`config.mk`:
```
export PLATFORM = sky130hd
export DESIGN_NAME = bus_b_mux_reg
export DESIGN_NICKNAME = d
export VERILOG_FILES = /design/src/rtl/bus_b_mux_reg.sv
export SDC_FILE = /design/constraint.sdc
export NUM_CORES = 1
export LEC_CHECK = 0
export CORE_AREA = 2 2 125 127
export CTS_CLUSTER_DIAMETER = 40
export CTS_CLUSTER_SIZE = 8
export DETAILED_ROUTE_END_ITERATION = 8
export DIE_AREA = 0 0 127 129
export GPL_TIMING_DRIVEN = 0
export PLACE_DENSITY = 0.69
export SETUP_SLACK_MARGIN = 0.3
export SLEW_MARGIN = 20
export SYNTH_ARGS = -nofsm -noshare
export SYNTH_HDL_FRONTEND = slang
export SYNTH_SLANG_ARGS = --single-unit
```
`constraint.sdc`:
```
create_clock -name clk -period 2.4 [get_ports clk]
set_input_delay 0.48 -clock clk [delete_from_list [all_inputs] [get_ports clk]]
set_output_delay 0.48 -clock clk [all_outputs]
set_load 0.05 [all_outputs]
```
`src/rtl/bus_b_mux_reg.sv`:
```
// Registered bus-B source multiplexer: selects one of 2^SEL_W sources or a zero-extended
// immediate onto a single-entry, ready/valid output register. It also counts accepted
// unmapped selects and completed output handshakes.
module bus_b_mux_reg #(
    parameter int unsigned DATA_W = 16,
    parameter int unsigned SEL_W = 4,
    parameter int unsigned IMM_W = 8,
    parameter int unsigned IMM_SEL = 10,
    parameter logic [(2**SEL_W)-1:0] MAP_MASK = 16'b0001_0111_1111_1101,
    parameter int unsigned ERR_W = 8,
    localparam int unsigned N_SRC = 2**SEL_W
) (
    input  logic                    clk,
    input  logic                    rst_n,
    input  logic [N_SRC*DATA_W-1:0] src,
    input  logic [IMM_W-1:0]        imm,
    input  logic [SEL_W-1:0]        sel,
    input  logic                    req_valid,
    output logic                    req_ready,
    output logic [DATA_W-1:0]       bus,
    output logic                    bus_valid,
    input  logic                    bus_ready,
    output logic [SEL_W-1:0]        last_sel,
    output logic                    err_sticky,
    output logic [ERR_W-1:0]        err_cnt,
    input  logic                    err_clr,
    output logic [15:0]             xfer_cnt
);

    logic [DATA_W-1:0] bus_q, bus_d;
    logic              bus_valid_q, bus_valid_d;
    logic [SEL_W-1:0]  last_sel_q, last_sel_d;
    logic              err_sticky_q, err_sticky_d;
    logic [ERR_W-1:0]  err_cnt_q, err_cnt_d;
    logic [15:0]       xfer_cnt_q, xfer_cnt_d;

    logic [DATA_W-1:0] src_arr [N_SRC];
    logic [DATA_W-1:0] imm_ext;
    logic              accept;
    logic              sel_mapped;
    logic              sel_is_imm;
    logic              out_hs;

    // Unpack the flattened source vector so the select indexes it directly.
    for (genvar k = 0; k < N_SRC; k++) begin : g_src
        assign src_arr[k] = src[k*DATA_W +: DATA_W];
    end

    assign imm_ext    = DATA_W'(imm);
    assign req_ready  = !bus_valid_q || bus_ready;
    assign accept     = req_valid && req_ready;
    assign sel_mapped = MAP_MASK[sel];
    assign sel_is_imm = (sel == SEL_W'(IMM_SEL));
    assign out_hs     = bus_valid_q && bus_ready;

    // Next-state for the output register, the error tracking and the transfer counter.
    always_comb begin
        bus_d        = bus_q;
        bus_valid_d  = bus_valid_q;
        last_sel_d   = last_sel_q;
        err_sticky_d = err_sticky_q;
        err_cnt_d    = err_cnt_q;
        xfer_cnt_d   = xfer_cnt_q;

        if (out_hs) begin
            bus_valid_d = 1'b0;
            xfer_cnt_d  = xfer_cnt_q + 16'd1;
        end

        if (accept) begin
            bus_valid_d = 1'b1;
            last_sel_d  = sel;
            // An unmapped select still produces a transfer, carrying the stale bus value.
            if (sel_mapped) begin
                bus_d = sel_is_imm ? imm_ext : src_arr[sel];
            end
        end

        // A new error outranks a simultaneous clear, leaving the count at one.
        if (accept && !sel_mapped) begin
            err_sticky_d = 1'b1;
            if (err_clr) begin
                err_cnt_d = ERR_W'(1);
            end else if (err_cnt_q != {ERR_W{1'b1}}) begin
                err_cnt_d = err_cnt_q + ERR_W'(1);
            end
        end else if (err_clr) begin
            err_sticky_d = 1'b0;
            err_cnt_d    = '0;
        end
    end

    // State registers with synchronous active-low reset taking priority over everything.
    always_ff @(posedge clk) begin
        if (!rst_n) begin
            bus_q        <= '0;
            bus_valid_q  <= 1'b0;
            last_sel_q   <= '0;
            err_sticky_q <= 1'b0;
            err_cnt_q    <= '0;
            xfer_cnt_q   <= '0;
        end else begin
            bus_q        <= bus_d;
            bus_valid_q  <= bus_valid_d;
            last_sel_q   <= last_sel_d;
            err_sticky_q <= err_sticky_d;
            err_cnt_q    <= err_cnt_d;
            xfer_cnt_q   <= xfer_cnt_d;
        end
    end

    assign bus        = bus_q;
    assign bus_valid  = bus_valid_q;
    assign last_sel   = last_sel_q;
    assign err_sticky = err_sticky_q;
    assign err_cnt    = err_cnt_q;
    assign xfer_cnt   = xfer_cnt_q;

endmodule

```
Word level (Yosys, flattened, before mapping)
Memories as Yosys holds them, arrays and structs flattened.
Index checks and enable logic that the tools add are counted.
{"block": "classes", "mux": 13, "eq_ne": 2, "n_lt_le_gt_ge": 2, "bitwise_logic": 1, "addsub": 2, "n_reduce_logical": 11}
{"op": "binary-select mux 16 bit (select 4 bit)", "n": 1}
{"op": "two-way mux 16 bit", "n": 3}
{"op": "two-way mux 8 bit", "n": 4}
{"op": "adder 16 x 1 -> 16 bit (second input constant)", "n": 1}
{"op": "adder 8 x 1 -> 8 bit (second input constant)", "n": 1}
{"op": "inequality test 8 bit (second input constant)", "n": 1}
{"op": "nonzero test 2 bit", "n": 3}
{"op": ">= comparator 5 bit (second input constant)", "n": 1}
{"op": "less-than comparator 4 x 5 -> 1 bit (second input constant)", "n": 1}
{"op": "two-way mux 1 bit", "n": 5}
{"op": "inverter 4 -> 5 bit", "n": 1}
{"op": "equality test 4 bit (second input constant)", "n": 1}
{"op": "AND reduction 2 bit", "n": 2}
{"op": "logical AND 1 bit", "n": 3}
{"op": "zero test 1 bit", "n": 2}
{"op": "logical OR 1 bit", "n": 1}
{"block": "totals", "wordCells": 38, "output_inout_bits": 47, "inputBits": 273, "rom_bits": 16, "reg_bits": 46, "memories": 1}
{"name": "(no name shown)", "words": 16, "word_bits": 1, "rd": 1, "rd_ports_with_merged_regs": 0, "wr": 0, "line": "52", "text": "assign sel_mapped = MAP_MASK[sel];"}

Logic depth before layout (Yosys ltp)
Gate-level depths: netlist of the first run.
{"block": "depth", "word_depth": 6, "depth_mapped": 8, "mapped_depth_nobuf": 6}

Worst setup path after synthesis of the first run
OpenSTA, ideal clock, no wires.
{"block": "synth_path", "path_type": "flip-flop to flip-flop", "startpoint": "register err_cnt_q[0], in the netlist err_cnt[0]", "endpoint": "register err_cnt_q[0], in the netlist err_cnt[0]", "synth_period_minus_slack_ns": 2.056, "setup_slack_ns": 0.344, "setup_ns": 0.116, "required_time_ns": 2.284, "path_stages_with_launch": 7, "path_buffers": 0, "arrival_ns": 1.939, "cell_sequence": "dfxtp_1 ha_1 nand2_1 o311ai_2 nor2_1 xor2_1 o211a_1"}
{"block": "synth_via", "elab_chain_len": 4, "elab_cells_between_ends": 7, "cone_classes": "1 x add/sub; 1 x eq/ne; 3 x mux; 2 x reduce/logical"}
{"item": "start: declaration", "line": "34", "text": "logic [ERR_W-1:0] err_cnt_q, err_cnt_d;"}
{"item": "start signal: assignment", "line": "107", "text": "err_cnt_q <= err_cnt_d;"}
{"item": "adder 8 x 1 -> 8 bit", "line": "85", "text": "err_cnt_d = err_cnt_q + ERR_W'(1);"}
{"item": "two-way mux 8 bit", "line": "84", "text": "end else if (err_cnt_q != {ERR_W{1'b1}}) begin"}
{"item": "two-way mux 8 bit", "line": "82", "text": "if (err_clr) begin"}
{"item": "two-way mux 8 bit", "line": "80", "text": "if (accept && !sel_mapped) begin"}
Parallel ways exist; a longest one is shown, timed or not. The select of a mux whose other input is x is not followed.
A chain may end at the register's enable or synchronous reset.

Final worst setup path of the first run
{"block": "layout_path", "startpoint": "register xfer_cnt_q[2], in the netlist xfer_cnt[2]", "endpoint": "output xfer_cnt[2]"}
{"item": "start: declaration", "line": "35", "text": "logic [15:0] xfer_cnt_q, xfer_cnt_d;"}
{"item": "start signal: assignment", "line": "108", "text": "xfer_cnt_q <= xfer_cnt_d;"}
{"item": "end: declaration", "line": "27", "text": "output logic [15:0] xfer_cnt"}
No word-level cell between the ends.

==> results.txt, run 1 <==
Detailed Route WL = 19200 um
first-pass iteration count of the detailed router = 6
fin. max-slew vios = 0
part of the cycle the worst path needs = 85.2%
share of the synthesized area in compound gates (AO/OA/AOI/OAI) = 14.9%
average routed wire per standard cell = 22.1 um
Final Skew = 0.00591 ns
worst slack, placed = -0.553 ns
FFs w/ async S/R, synth = 0%
Final Hold Vio Count = 0
post-synthesis instance total = 355
Placement Cell Area = 7390 um2
Num CTS Buffers = 5
count of different cell masters after synthesis = 41
most frequent standard cell in the layout excluding fill and tap cells = sky130_fd_sc_hd__clkdlybuf4s50_1
number of placed instances, taps included = 860
area share of the leading cell type in the synthesized netlist = 35.7%
critical path buffer and inverter count = 1
share of synthesized cell area in full adder, half adder and majority cells = 0.912%
simple-gate share of the synthesized area = 12.7%
top post-synthesis cells by area = sky130_fd_sc_hd__mux4_2, sky130_fd_sc_hd__dfxtp_1, sky130_fd_sc_hd__a22oi_1, sky130_fd_sc_hd__o211ai_1, sky130_fd_sc_hd__nand2_1
gr ovfl total = 0
Clk network pwr share = 25.8%
wire length of the first global-routing pass = 28000 um
Worst Path Max Fanout = 5
die width = 127 um
overall via count from detail_route = 4534
starting DRC count in detailed routing = 170
share of post-route cells with drive strength above 1 = 16.2%
actual slew at the worst max-slew pin = 0.663 ns
reg-to-reg critical path startpoint = err_cnt[0]$_SDFFE_PN0P_
kind of start point of the critical path = register
Setup crit end kind = primary output
xor/xnor cell area share of the yosys netlist = 3.96%
IO buf count = 317
cell type group with the largest total delay on the critical path = buffers and inverters
standard cell core area = 15000 um2
Hold Crit Depth = 2
finished layout cell area = 7640 um2
portion of netlist area occupied by mux cells = 38.3%
net switching power of the design = 741 uW
Hold-fix buffers, CTS = 0
Max H-tree Level = 2
Final ANT Viol Nets = 0
HPWL Detailed = 16500 um
DR DRC count = 0
power per cell area = 344 nW/um2
number of clock sinks = 46
setup repair after global routing missed its margin = no
synthesized netlist net count = 630
Worst path slowest cell = sky130_fd_sc_hd__clkdlybuf4s50_1
Worst Reg-to-Reg Cells = 6
internal power contribution = 1890 uW
switching share of power = 28.2%
CTS Buffer Depth = 2
delay contributed by the slowest stage of the critical path = 0.85 ns
sequential cell fraction of total power = 30.9%
largest area contributor in the synthesized netlist = sky130_fd_sc_hd__mux4_2
latest clock arrival within the worst-skew pair = 0.28 ns
layout-stage area growth over the synthesis result = 92.0%
destination of the worst hold path = bus[7]$_SDFFE_PN0P_
worst IR drop on VDD = 0.000221 V
vias in the first global route = 4854
Mean Syn Cell Area = 11.2 um2
critical path class = reg2out
min setup slack post-route = 0.355 ns
leading cell types in the layout, fill and taps excluded = sky130_fd_sc_hd__clkdlybuf4s50_1, sky130_fd_sc_hd__mux4_2, sky130_fd_sc_hd__dfxtp_1, sky130_fd_sc_hd__nand2_1, sky130_fd_sc_hd__a22oi_1
antenna violations before repair = 2
capture point of the worst reg-to-reg path = err_cnt[0]$_SDFFE_PN0P_
clock transition time at the flip-flop clock pins of the worst setup and hold paths = 0.07 ns
filler cell count = 1364
effective utilization at floorplan = 26.6%
result of the run = completed
required time of the critical path = 1.92 ns
fmax = 0.489 GHz
type of the most critical hold path = reg2reg
post-synthesis cell area = 3980 um2
vertical die dimension = 129 um
flip-flop cell with the highest count after synthesis = sky130_fd_sc_hd__dfxtp_1
Total Die Area = 16400 um2
post-detailed-route via-to-cell ratio = 5.21
net count of the finished layout = 955
#FFs+latches synth = 46
Root Buffer = sky130_fd_sc_hd__clkbuf_16
number of flops mapped to enable cells by yosys = 0
number of rows in the core area = 45
number of placed I/O pins = 320
final standard cell count with taps included and fillers excluded = 870
part of the total power dissipated in combinational logic = 43.3%
CTS tree = built
Data arrival, critical path = 1.56 ns
worst slew slack as a fraction of its limit = 55.6%
All-Layer GR Usage = 22.7%
part of the Yosys area used for sequential elements = 23.2%
series of cell instances along the critical path = clkdlybuf4s50_1
standby leakage power = 0.00270 uW
number of maximum-capacitance constraint violations = 0
dominant combinational cell family by area after synthesis = multiplexers
HP Start = bus[7]$_SDFFE_PN0P_
largest net degree at the start of global routing = 15
setup slack of the worst register-to-register path = 0.57 ns
gp weighted congestion = 0.947
final critical delay including setup and external delays = 2.04 ns
yosys synthesis warning count = 0
Finish-stage setup viols = 0
Min Hold Slack = 0.449 ns
[registers in the layout, indices dropped and copies added, names as in the netlist]
signal and count:
last_sel 4, bus_valid 1, err_sticky 1, xfer_cnt 16
err_cnt 8, bus 16
[power groups by stage]
stage | Clock (uW) | Combinational, uW | Sequential (uW)
final | 678 | 1140 | 813
after floorplan | 0 | 407 | 924
after global placement | 0 | 1110 | 829
after detailed placement | 0 | 1120 | 830
after global routing | 717 | 1200 | 817
after CTS | 692 | 1140 | 813
[layer usage]
metal  up-vias  track usage (%)  share of wire (%)
li1       2071                -                  -
met1      2202             27.1                 39
met2       225             41.3                 51
met3        34             5.65                7.7
met4         2             5.04                2.1
met5         -                0              0.052
[cell families after synthesis]
family                     after synthesis
muxes                                   72
xor gates and xnor gates                18
DFF                                     46
and+or+nand+nor                         98
buffers and inverters                   41
adders and majority gates                3
AOI/OAI and AO/OA                       77
[stage by stage]
step | utilization, % | TNS [ns] | power (uW)
4_1_cts | 50.8 | 0 | 2650
3_3_place_gp | 49.3 | -6.90 | 1940
3_5_place_dp | 49.3 | -7.38 | 1950
6_report | 51.0 | 0 | 2630
5_1_grt | 51.0 | 0 | 2740
2_1_floorplan | - | 0 | 1330
[synthesized netlist by cell type (all sizes together) (2+ instances only)]
cell and count:
inv 5, or3 4, clkbuf 13, nor3b 2, and3 6, nand4 4, xor2 5, and2 13
a32o 8, mux2i 8, dfxtp 46, nor3 7, o21ai 5, nand2b 2, mux4 64, nor2 9
nand3 12, a21boi 17, ha 2, a21oi 3, buf 23, xnor2 13, a22oi 24, o211ai 16
nor2b 5, nand2 31
[worst max path at each step]
stage	start	endpoint	slack, ns	cells after the start
after floorplan	err_cnt[0]$_SDFFE_PN0P_	err_cnt[0]$_SDFFE_PN0P_	0.34	6
after global placement	sel[2]	bus[13]$_SDFFE_PN0P_	-0.50	7
after detailed placement	sel[2]	bus[8]$_SDFFE_PN0P_	-0.55	7
after CTS	bus_ready	bus[13]$_SDFFE_PN0P_	0.32	9
after global routing	bus_ready	xfer_cnt[12]$_SDFFE_PN0P_	0.30	8
final	xfer_cnt[2]$_SDFFE_PN0P_	xfer_cnt[2]	0.36	1
[final cells by class]
type / instances / area [um2] / share of cell area, %
multi-input combinational: 268 / 2870 / 37.5
tap: 188 / 235 / 3.08
timing repair buffer: 318 / 3170 / 41.5
antenna: 1 / 2.50 / 0.0328
clock buffer: 6 / 129 / 1.69
sequential: 46 / 921 / 12.1
buffer: 36 / 280 / 3.67
inverter: 5 / 18.8 / 0.246
clock inverter: 2 / 13.8 / 0.180
[what timing repair did]
item	4_1_cts	5_1_grt
pin swaps	0	2
endpoints found under the setup margin	19	20
buffers inserted	0	1
resized for setup	36	10
cloned	0	0
hold endpoints to repair	0	0
Note: power is estimated with default switching activity, not from simulation.
==> run 2: changes to the inputs <==
--- a/config.mk
+++ b/config.mk
@@ -7,7 +7,7 @@
 export LEC_CHECK = 0
 export CORE_AREA = 2 2 125 127
 export CTS_CLUSTER_DIAMETER = 40
-export CTS_CLUSTER_SIZE = 8
+export CTS_CLUSTER_SIZE = 30
 export DETAILED_ROUTE_END_ITERATION = 8
 export DIE_AREA = 0 0 127 129
 export GPL_TIMING_DRIVEN = 0
==> constraint.sdc (replaced) <==
create_clock -name clk -period 2.2 [get_ports clk]
set_input_delay 0.33 -clock clk [delete_from_list [all_inputs] [get_ports clk]]
set_output_delay 0.33 -clock clk [all_outputs]
set_load 0.05 [all_outputs]
==> results.txt, run 2 (synthesized netlist as in run 1, its figures left out) <==
type of the most critical hold path = in2reg
standard cell core area = 15000 um2
Worst path slowest cell = sky130_fd_sc_hd__clkdlybuf4s50_1
vias in the first global route = 4920
power per cell area = 377 nW/um2
HP Start = req_valid
Root Buffer = sky130_fd_sc_hd__clkbuf_16
die width = 127 um
setup slack of the worst register-to-register path = 0.48 ns
Final Skew = 0.00669 ns
fmax = 0.539 GHz
capture point of the worst reg-to-reg path = err_cnt[0]$_SDFFE_PN0P_
series of cell instances along the critical path = clkdlybuf4s50_1
critical path class = reg2out
destination of the worst hold path = bus_valid$_SDFFE_PN0P_
wire length of the first global-routing pass = 28500 um
required time of the critical path = 1.87 ns
Finish-stage setup viols = 0
antenna violations before repair = 2
Total Die Area = 16400 um2
number of placed instances, taps included = 860
Detailed Route WL = 19100 um
HPWL Detailed = 16300 um
overall via count from detail_route = 4539
reg-to-reg critical path startpoint = err_cnt[0]$_SDFFE_PN0P_
Worst Path Max Fanout = 5
number of maximum-capacitance constraint violations = 0
critical path buffer and inverter count = 1
Data arrival, critical path = 1.52 ns
number of placed I/O pins = 320
starting DRC count in detailed routing = 234
worst slew slack as a fraction of its limit = 50.8%
IO buf count = 317
layout-stage area growth over the synthesis result = 93.7%
worst IR drop on VDD = 0.000287 V
standby leakage power = 0.00284 uW
share of post-route cells with drive strength above 1 = 18.2%
PnR Total Power = 2900 uW
effective utilization at floorplan = 26.6%
part of the cycle the worst path needs = 84.3%
CTS tree = built
net count of the finished layout = 959
fin. max-slew vios = 0
post-detailed-route via-to-cell ratio = 5.19
cell type group with the largest total delay on the critical path = buffers and inverters
gp weighted congestion = 0.931
latest clock arrival within the worst-skew pair = 0.28 ns
All-Layer GR Usage = 22.8%
clock transition time at the flip-flop clock pins of the worst setup and hold paths = 0.07 ns
Hold-fix buffers, CTS = 0
Final Hold Vio Count = 0
Hold Crit Depth = 3
number of rows in the core area = 45
CTS Buffer Depth = 2
largest net degree at the start of global routing = 17
first-pass iteration count of the detailed router = 4
Final ANT Viol Nets = 0
final standard cell count with taps included and fillers excluded = 875
number of clock sinks = 46
kind of start point of the critical path = register
actual slew at the worst max-slew pin = 0.735 ns
gr ovfl total = 0
result of the run = completed
filler cell count = 1322
setup repair after global routing missed its margin = no
vertical die dimension = 129 um
delay contributed by the slowest stage of the critical path = 0.84 ns
most frequent standard cell in the layout excluding fill and tap cells = sky130_fd_sc_hd__clkdlybuf4s50_1
Setup crit end kind = primary output
Num CTS Buffers = 5
leading cell types in the layout, fill and taps excluded = sky130_fd_sc_hd__clkdlybuf4s50_1, sky130_fd_sc_hd__mux4_2, sky130_fd_sc_hd__dfxtp_1, sky130_fd_sc_hd__nand2_1, sky130_fd_sc_hd__a22oi_1
DR DRC count = 0
average routed wire per standard cell = 21.8 um
final critical delay including setup and external delays = 1.85 ns
Max H-tree Level = 2
Worst Reg-to-Reg Cells = 6
[run 2: changes by cell type in the layout (fill, tap and decap cells not counted), moves of 2 or more]
cell / previous run / this run
sky130_fd_sc_hd__clkdlybuf4s50_1: 313 / 307
sky130_fd_sc_hd__clkinvlp_4: 0 / 2
sky130_fd_sc_hd__buf_6: 4 / 6
sky130_fd_sc_hd__clkbuf_2: 2 / 6
sky130_fd_sc_hd__clkbuf_1: 10 / 8
sky130_fd_sc_hd__dfxtp_2: 0 / 7
sky130_fd_sc_hd__dlymetal6s2s_1: 0 / 6
sky130_fd_sc_hd__dfxtp_1: 46 / 39
sky130_fd_sc_hd__buf_4: 10 / 16
sky130_fd_sc_hd__clkbuf_4: 5 / 1
[run 2: where the power goes]
| group | internal, uW | switching [uW] | total (uW) |
|---|---|---|---|
| Sequential | 864 | 22.0 | 886 |
| Clock | 425 | 342 | 767 |
| Combinational | 777 | 474 | 1250 |
[run 2: timing repair]
| action | CTS | global route |
|---|---|---|
| buffers inserted | 5 | 0 |
| setup endpoints to repair | 22 | 27 |
| resized for setup | 34 | 14 |
| pin swaps | 1 | 0 |
[run 2: how the worst max path moves through the flow]
stage	from	slack, ns	depth (start not counted)	end
5_1_grt	xfer_cnt[4]$_SDFFE_PN0P_	0.31	1	xfer_cnt[4]
4_1_cts	bus_ready	0.30	9	bus[10]$_SDFFE_PN0P_
3_5_place_dp	sel[2]	-0.68	7	bus[10]$_SDFFE_PN0P_
6_report	xfer_cnt[3]$_SDFFE_PN0P_	0.35	1	xfer_cnt[3]
2_1_floorplan	err_cnt[2]$_SDFFE_PN0P_	0.31	5	err_cnt[0]$_SDFFE_PN0P_
3_3_place_gp	sel[2]	-0.68	7	bus[10]$_SDFFE_PN0P_
[run 2: stage by stage]
stage,cell area (um2),setup TNS [ns],utilization (%),hold slack (ns),setup WS (ns)
2_1_floorplan,3990,0,-,0.486,0.312
3_3_place_gp,7390,-7.98,49.4,0.439,-0.676
3_5_place_dp,7390,-8.38,49.4,0.448,-0.677
4_1_cts,7660,0,51.2,0.348,0.304
5_1_grt,7700,0,51.4,0.404,0.312
6_report,7710,0,51.5,0.372,0.346
[run 2: final cells by class]
cell class,count,area [um2],share of cell area (%)
timing repair buffer,322,3220,41.8
multi-input combinational,268,2880,37.4
sequential,46,930,12.1
buffer,36,268,3.47
tap,188,235,3.05
clock buffer,5,125,1.62
clock inverter,3,23.8,0.308
inverter,5,18.8,0.244
antenna,2,5.00,0.0649
[run 2: layer usage]
metal,wire (um),GRT usage (%),up-vias
met5,0,0,-
met4,326,4.91,0
met3,1280,4.78,18
met2,9910,42.0,216
met1,7540,27.6,2220
li1,-,-,2085
==> run 3: changes to the inputs <==
==> constraint.sdc (replaced) <==
create_clock -name clk -period 1.9 [get_ports clk]
set_input_delay 0.285 -clock clk [delete_from_list [all_inputs] [get_ports clk]]
set_output_delay 0.285 -clock clk [all_outputs]
set_load 0.05 [all_outputs]
==> results.txt, run 3 (synthesized netlist as in run 1, its figures left out) <==
critical path class = in2reg
antenna violations before repair = 3
critical path buffer and inverter count = 2
number of placed instances, taps included = 860
first-pass iteration count of the detailed router = 7
share of post-route cells with drive strength above 1 = 25.1%
fmax = 0.638 GHz
final standard cell count with taps included and fillers excluded = 886
Max H-tree Level = 2
type of the most critical hold path = in2reg
latest clock arrival within the worst-skew pair = 0.29 ns
required time of the critical path = 2.07 ns
worst slew slack as a fraction of its limit = 57.6%
setup slack of the worst register-to-register path = 0.34 ns
All-Layer GR Usage = 23.2%
vias in the first global route = 5046
Worst path slowest cell = sky130_fd_sc_hd__mux4_2
standard cell core area = 15000 um2
delay contributed by the slowest stage of the critical path = 0.53 ns
overall via count from detail_route = 4655
leading cell types in the layout, fill and taps excluded = sky130_fd_sc_hd__clkdlybuf4s50_1, sky130_fd_sc_hd__mux4_2, sky130_fd_sc_hd__dlygate4sd2_1, sky130_fd_sc_hd__nand2_1, sky130_fd_sc_hd__dfxtp_1
Data arrival, critical path = 1.74 ns
Num CTS Buffers = 5
final standard cell utilization of the core = 53.4%
wire length of the first global-routing pass = 28800 um
Setup crit end kind = register
Hold-fix buffers, CTS = 0
most frequent standard cell in the layout excluding fill and tap cells = sky130_fd_sc_hd__clkdlybuf4s50_1
fin. max-slew vios = 0
power per cell area = 425 nW/um2
Worst Path Max Fanout = 10
series of cell instances along the critical path = buf_8, buf_4, mux4_2, a22oi_2, o211ai_1, o211ai_1, a21boi_1
starting DRC count in detailed routing = 224
post-detailed-route via-to-cell ratio = 5.25
largest net degree at the start of global routing = 17
average routed wire per standard cell = 22.1 um
IO buf count = 317
number of rows in the core area = 45
result of the run = completed
gr ovfl total = 0
layout-stage area growth over the synthesis result = 101%
number of clock sinks = 46
Root Buffer = sky130_fd_sc_hd__clkbuf_16
standby leakage power = 0.00318 uW
net count of the finished layout = 968
kind of start point of the critical path = primary input
Final Skew = 0.00873 ns
clock transition time at the flip-flop clock pins of the worst setup and hold paths = 0.07 ns
HPWL Detailed = 16500 um
Detailed Route WL = 19600 um
Finish-stage setup viols = 0
vertical die dimension = 129 um
cell type group with the largest total delay on the critical path = compound AO/OA/AOI/OAI gates
actual slew at the worst max-slew pin = 0.638 ns
number of placed I/O pins = 320
worst IR drop on VDD = 0.000359 V
CTS tree = built
effective utilization at floorplan = 26.6%
Most Frequent Cell on Critical Path = sky130_fd_sc_hd__o211ai_1
Final ANT Viol Nets = 0
Total Die Area = 16400 um2
final critical delay including setup and external delays = 1.57 ns
part of the cycle the worst path needs = 82.5%
DR DRC count = 0
setup repair after global routing missed its margin = yes
filler cell count = 1347
number of maximum-capacitance constraint violations = 0
gp weighted congestion = 0.944
CTS Buffer Depth = 2
die width = 127 um
Final Hold Vio Count = 0
-- run 3: layout make-up --
type | count | area, um2 | area share (%)
repair buffers | 331 | 3280 | 41.0
multi-input cells | 268 | 2990 | 37.4
flip-flops and latches | 46 | 966 | 12.1
plain buffers | 36 | 347 | 4.33
well taps | 188 | 235 | 2.94
clock buffers | 5 | 125 | 1.56
clock inverters | 3 | 23.8 | 0.297
inverters | 5 | 18.8 | 0.235
diodes | 4 | 10.0 | 0.125
-- run 3: metrics by stage --
| step | setup TNS, ns | worst slack [ns] | hold slack, ns | cell area, um2 | total power (uW) |
|---|---|---|---|---|---|
| 6_report | 0 | 0.333 | 0.333 | 8000 | 3400 |
| 5_1_grt | 0 | 0.270 | 0.352 | 7990 | 3560 |
| 4_1_cts | 0 | 0.225 | 0.330 | 7770 | 3400 |
| 3_5_place_dp | -16.84 | -1.06 | 0.446 | 7480 | 2480 |
| 3_3_place_gp | -15.87 | -1.04 | 0.437 | 7480 | 2460 |
| 2_1_floorplan | 0 | 0.220 | 0.440 | 4070 | 1680 |
-- run 3: routing by layer --
metal / vias to the layer above / share of wire (%) / global-route usage (%)
li1: 2101 / - / -
met1: 2294 / 38 / 27.5
met2: 230 / 53 / 42.7
met3: 30 / 6.6 / 4.66
met4: 0 / 2.3 / 6.72
met5: - / 0 / 0
-- run 3: tightest hold or removal path: cells and delay by family --
family,cells,cell delay [ns]
buffers and inverters,2,0.22
AOI/OAI and AO/OA,1,0.07
-- run 3: power by group --
group	leakage, uW	switching, uW	internal [uW]
Combinational	0.00273	573	919
Clock	0.0000665	398	492
Sequential	0.000386	26.6	991
-- run 3: worst paths after layout --
path | startpoint | endpoint | cells past startpoint
setup / recovery | sel[0] | bus[1]$_SDFFE_PN0P_ | 7
hold reg to reg | bus[3]$_SDFFE_PN0P_ | bus[3]$_SDFFE_PN0P_ | 2
hold / removal | req_valid | bus_valid$_SDFFE_PN0P_ | 3
setup reg to reg | xfer_cnt[7]$_SDFFE_PN0P_ | xfer_cnt[11]$_SDFFE_PN0P_ | 5
-- run 3: timing repair --
item / CTS / global route
pin swaps: 5 / 25
endpoints found under the setup margin: 84 / 31
setup buffers: 8 / 6
resized for setup: 102 / 55
